<file path="src/rtl/rc5_decryption.sv">
// Iterative RC5-32/R block decipher, one round per clock.
// Ready/valid on both sides, subkey table loadable only while idle.
module rc5_decryption #(
    parameter int ROUNDS = 12
) (
    input  logic        clk,
    input  logic        rst,
    input  logic        sk_we,
    input  logic [4:0]  sk_addr,
    input  logic [31:0] sk_data,
    input  logic        in_valid,
    output logic        in_ready,
    input  logic [63:0] d_in,
    output logic        out_valid,
    input  logic        out_ready,
    output logic [63:0] d_out
);

    localparam int NK = 2 * ROUNDS + 2;
    localparam logic [4:0] LAST = 5'(2 * ROUNDS + 1);

    typedef enum logic [1:0] {IDLE, ROUND, FINAL, DONE} state_t;

    state_t      state_q;
    logic [3:0]  i_q;
    logic [31:0] a_q;
    logic [31:0] b_q;
    logic        in_ready_q;
    logic        out_valid_q;
    logic [63:0] d_out_q;
    logic [31:0] s_q [NK];

    logic [31:0] a_d;
    logic [31:0] b_d;
    logic [4:0]  idx_a;
    logic [4:0]  idx_b;

    function automatic logic [31:0] ror(input logic [31:0] x,
                                        input logic [4:0]  n);
        logic [63:0] t;
        t = {x, x} >> n;
        return t[31:0];
    endfunction

    always_comb begin
        idx_a = {i_q, 1'b0};
        idx_b = {i_q, 1'b1};
        b_d   = ror(b_q - s_q[idx_b], a_q[4:0]) ^ a_q;
        a_d   = ror(a_q - s_q[idx_a], b_d[4:0]) ^ b_d;
    end

    // Key table has no reset; writes only land while idle so a block
    // in flight always sees one consistent key set.
    always_ff @(posedge clk) begin
        if (sk_we && state_q == IDLE && sk_addr <= LAST) begin
            s_q[sk_addr] <= sk_data;
        end
    end

    always_ff @(posedge clk) begin
        if (!rst) begin
            state_q     <= IDLE;
            i_q         <= '0;
            a_q         <= '0;
            b_q         <= '0;
            in_ready_q  <= 1'b0;
            out_valid_q <= 1'b0;
            d_out_q     <= '0;
        end else begin
            unique case (state_q)
                IDLE: begin
                    in_ready_q <= 1'b1;
                    if (in_valid && in_ready_q) begin
                        a_q        <= d_in[31:0];
                        b_q        <= d_in[63:32];
                        i_q        <= 4'(ROUNDS);
                        in_ready_q <= 1'b0;
                        state_q    <= ROUND;
                    end
                end
                ROUND: begin
                    a_q <= a_d;
                    b_q <= b_d;
                    i_q <= i_q - 4'd1;
                    if (i_q == 4'd1) begin
                        state_q <= FINAL;
                    end
                end
                FINAL: begin
                    d_out_q     <= {b_q - s_q[1], a_q - s_q[0]};
                    out_valid_q <= 1'b1;
                    state_q     <= DONE;
                end
                DONE: begin
                    if (out_ready) begin
                        out_valid_q <= 1'b0;
                        in_ready_q  <= 1'b1;
                        state_q     <= IDLE;
                    end
                end
                default: state_q <= IDLE;
            endcase
        end
    end

    assign in_ready  = in_ready_q;
    assign out_valid = out_valid_q;
    assign d_out     = d_out_q;

endmodule
</file>
<file path="config.mk">
export PLATFORM = sky130hd
export DESIGN_NAME = rc5_decryption
export DESIGN_NICKNAME = d
export VERILOG_FILES = /design/src/rtl/rc5_decryption.sv
export SDC_FILE = /design/constraint.sdc
export NUM_CORES = 2
export LEC_CHECK = 0
export ABC_AREA = 1
export ABC_CLOCK_PERIOD_IN_PS = 13600
export CORE_MARGIN = 2
export CORE_UTILIZATION = 55
export CTS_CLUSTER_DIAMETER = 50
export CTS_CLUSTER_SIZE = 14
export DETAILED_ROUTE_END_ITERATION = 10
export GPL_TIMING_DRIVEN = 0
export PLACE_DENSITY = 0.78
export SETUP_SLACK_MARGIN = 0.15
export SYNTH_ARGS = -nofsm -noshare
export SYNTH_HDL_FRONTEND = slang
export SYNTH_SLANG_ARGS = --single-unit
export TNS_END_PERCENT = 30
</file>
<file path="constraint.sdc">
create_clock -name clk -period 13.6 [get_ports clk]
set_clock_uncertainty 0.15 [all_clocks]
set_input_delay 2.04 -clock clk [delete_from_list [all_inputs] [get_ports clk]]
set_output_delay 2.04 -clock clk [all_outputs]
set_load 0.05 [all_outputs]
</file>
Word-level counts from Yosys, hierarchy flattened. Memory sizes are Yosys's and may differ from the RTL's. A register that Yosys moved wholly into a read port is not among the register bits. Index checks and enable logic that the tools add are counted.

Bitwise gates (word level): 2. $lt $le $gt $ge: 1. Shift-type cells: 2. Reduce and logical (&&, ||, !) cells: 11. Equal/unequal tests: 7. Add/subtract/negate cells: 5. Multiplexer cells: 21.

Operator list (number): $pmux 32 s2 (2); $shr 64x5->32 (2); $sub 32x32->32 (4); $mux 32 (2); $xor 32x32->32 (2); $mux 5 (4); $pmux 2 s4 (1); $pmux 4 s2 (1); $mux 2 (3); $reduce_and 2->1 (3); $reduce_bool 2->1 (3); $le 5x5->1 const B (1); $mux 1 (5); $eq 2x2->1 const B (2); $eq 4x1->1 const B (1); $mux 4 (1); $ne 2x2->1 const B (2); $pmux 1 s2 (2); $sub 4x1->4 const B (1); $logic_and 1x1->1 (3); $reduce_and 3->1 (1); $eq 2x1->1 const B (1); $logic_not 2->1 (1); $ne 2x1->1 const B (1).

Memories kept: 1. Logic and storage cells: 57. RAM bits: 832. Register bits: 136.

Memory list: s_q (words 26, bits a word 32, rd ports 4, clocked after memory_dff 2, write ports 1, RTL line 31) `logic [31:0] s_q [NK];`.

Logic depth before layout (Yosys ltp).
Word-level depth: 6. Depth in mapped cells: 45. Mapped depth without buffers: 40.

Least setup slack after synthesis. OpenSTA, ideal clock, no wires.

Path type: input-to-reg. Start: in sk_addr[2]. End: mem s_q[24][0] (enable). Stages on the path: 5. Data required time: 12.989 ns. Path slack: 8.168 ns. Arrival: 4.821 ns. Cell sequence: inv_1 -> a21oi_1 -> nor2_1 -> inv_1 -> nor3_1.

Cells in the longest elaborated chain, start to end: 4.

RTL lines: from (decl) (RTL line 9) `input logic [4:0] sk_addr,`; $le 5x5->1 (RTL line 55) `if (sk_we && state_q == IDLE && sk_addr <= LAST) begin`; $logic_and 1x1->1 (RTL line 55); $mux 1 (RTL line 55); $mux 1 (not written as such) (RTL line 56) `s_q[sk_addr] <= sk_data;`; to (decl) (RTL line 31).

Parallel ways exist; a longest one is shown, timed or not.

==> flow_summary.ini <==
[outcome]
status = complete, but fails checks
failed_checks = capacitance limit, slew limit

[global_route]
grt_pass1_vias = 40690
gr-usage-all-layers_pct = 41.26
grt_pass1_wl_um = 275700
grt_max_degree = 30
antenna_found_initial = 8
overflow = 0

[layout]
nets = 5924
drive_above_1_share_pct = 4.656
fillers = 7371
area_growth_pct = 13.82
final_cells = 6916

[place]
dp_cells = 6764
hpwl_um = 148300
port_buffers = 171
globalplace.congestion = 1.042

[clock_network]
path_clk_slew_ns = 0.06
htreeDepth = 3
clk_path_buf_depth = 3
root_buffer = clkbuf_16
cts_setup_buffers = 0
cts_tree = yes
cts_made_buffers = 93
clock_sinks = 972
clk_latency_ns = 0.73
cts.hold.buffers_added = 0
ctsResizeCount = 0

[setup_path]
crit_path_frequent_cell = nand2_1
crit_arrival_ns = 10.67
crit_end = a_q[0]
r2r_cells = 41
cp_slowest_stage_delay_ns = 1.16
cp_max_fo = 10
crit_type = flop to flop
worstPathRequired_ns = 13.99
worst_path_max_delay_cell = o21ai_0
r2r_end = a_q[0]
worstSetupStartpointType = flop
setup.worst_path.end_class = flop
r2r_slack_ns = 3.32

[yosys]
ys_top_cells_by_area = edfxtp_1 50%, o21ai_0 6.9%, nor2_1 5.9%, nand2_1 5.8%, dfxtp_1 5.7%
ys_seq_area_share_pct = 56.04
synthesis.nets = 5622
synthCells = 5381
synth.ff_latch_count = 972
synth_top_cell_by_area = edfxtp_1
yosysWarningCount = 0
synth_top_flop_cell = edfxtp_1
synth_edf_count = 832
synthDistinctLibCells = 50
syn_area_per_cell_um2 = 9.215
synth_top_area_share_pct = 50.38
synth_area_um2 = 49590
async_flop_share_pct = 0

[flow_run]
drv_cap = 1

[timing]
slew_headroom_pct = -5.286
hold_violations = 0
tightest_slew_ns = 1.574
fin_setup_tns_ns = 0
setup_viol = 0
period_share_pct = 75.59
fmax_mhz = 97.28
final.min_clock_period_ns = 10.28
final_max_slew_viol_count = 27
rsz0062_at_grt = false

[die]
die-width_um = 304.3
die-area_um2 = 92570
core_um2 = 89740
dieHeight_um = 304.3
pin_count = 172
num_rows = 110
floorplan.initialDensity_pct = 55.26

[route]
drt_iter0_drc = 6757
routed_wl_um = 195500
drtPass1Iterations = 10
viasPerCell = 6.361
num_vias = 44000
wl_per_cell_um = 28.27
drc_errors = 0
antenna_left = 0

[min_path]
worstHoldPathType = flop to flop
## critical path: cells and delay by family, from the launching register on
family,cells,cell delay [ns]
DFF,1,0.45
AOI/OAI and AO/OA,4,1.79
and+or+nand+nor,27,3.14
adders and majority gates,2,0.60
buffers and inverters,8,3.96
## cells in the final DEF (no fill, tap or decap), types with 15 or more instances in the layout
| cell type | n |
|---|---|
| nand4_1 | 29 |
| buf_12 | 20 |
| edfxtp_1 | 832 |
| xnor2_1 | 46 |
| o211ai_1 | 59 |
| inv_1 | 445 |
| clkbuf_1 | 232 |
| nand2_1 | 768 |
| nand3_1 | 476 |
| o221ai_1 | 51 |
| buf_2 | 36 |
| a21oi_1 | 215 |
| ha_1 | 131 |
| buf_1 | 27 |
| a31oi_1 | 18 |
| clkdlybuf4s50_1 | 167 |
| o21ai_0 | 680 |
| o21a_1 | 38 |
| nor2_4 | 21 |
| o21ai_1 | 15 |
| o22ai_1 | 165 |
| nor2_1 | 760 |
| o21bai_1 | 15 |
| xor2_1 | 89 |
| clkbuf_16 | 94 |
| dfxtp_1 | 140 |
## cells in the mapped netlist, drive strengths merged, types with 91 or more instances
library cell,number
ha,131
nand2,776
dfxtp,140
nor2,782
a21oi,216
inv,447
edfxtp,832
nand3,478
clkbuf,224
o22ai,165
xor2,91
o21ai,696
## kinds of logic after synthesis
| group | after synthesis | synth area share [%] |
|---|---|---|
| muxes | 4 | 0.08075 |
| AOI/OAI and AO/OA | 1283 | 14.55 |
| DFF | 972 | 56.04 |
| buffers and inverters | 745 | 5.834 |
| and+or+nand+nor | 2105 | 17.54 |
| xor gates and xnor gates | 137 | 2.496 |
| adders and majority gates | 135 | 3.467 |
## cell type report
| type | instances | area (µm²) | share of cell area, % |
|---|---|---|---|
| Tap cell | 1176 | 1471 | 2.607 |
| Sequential cell | 972 | 27790 | 49.23 |
| Multi-Input combinational cell | 3664 | 19090 | 33.82 |
| Clock inverter | 45 | 529.3 | 0.9377 |
| Clock buffer | 102 | 2382 | 4.221 |
| Antenna cell | 5 | 12.51 | 0.02217 |
| Timing Repair Buffer | 207 | 2277 | 4.035 |
| Inverter | 449 | 1685 | 2.986 |
| Buffer | 296 | 1207 | 2.139 |
## per-layer routing
layer | track usage (%) | up-vias | part of all wire, %
met5 | 0 | - | 0.037
met4 | 26.50 | 10 | 7.6
met3 | 10.16 | 608 | 12
met2 | 63.70 | 3211 | 44
met1 | 52.15 | 20790 | 36
li1 | - | 19380 | -
## registers in the layout (all words and copies together) (netlist names), named ones only
signal	cells
a_q	32
b_q	32
d_out	64
i_q	4
in_ready	1
out_valid	1
s_q	832
state_q	2
## worst min-delay path by stage
stage,slack (ns),end,startpoint,cells past startpoint
4_1_cts,0.32,b_q[0],b_q[0],2
6_report,0.32,b_q[0],b_q[0],2
2_1_floorplan,0.30,b_q[0],b_q[0],2
5_1_grt,0.34,b_q[0],b_q[0],2
3_3_place_gp,0.31,b_q[0],b_q[0],2
3_5_place_dp,0.31,b_q[0],b_q[0],2
## stage by stage
stage	utilization, %	area, µm²	worst slack (ns)	hold slack (ns)
detailed placement	59.66	53530	3.957	0.3130
global placement	58.81	52770	3.963	0.3071
finish	62.90	56440	3.320	0.3246
global route	62.88	56430	3.215	0.3414
floorplan	-	49590	8.168	0.2953
CTS	62.90	56440	3.774	0.3215
Power is left out: the tool's default activity adds up to more than one toggle a clock period on the data nets, which glitch-free logic cannot reach.
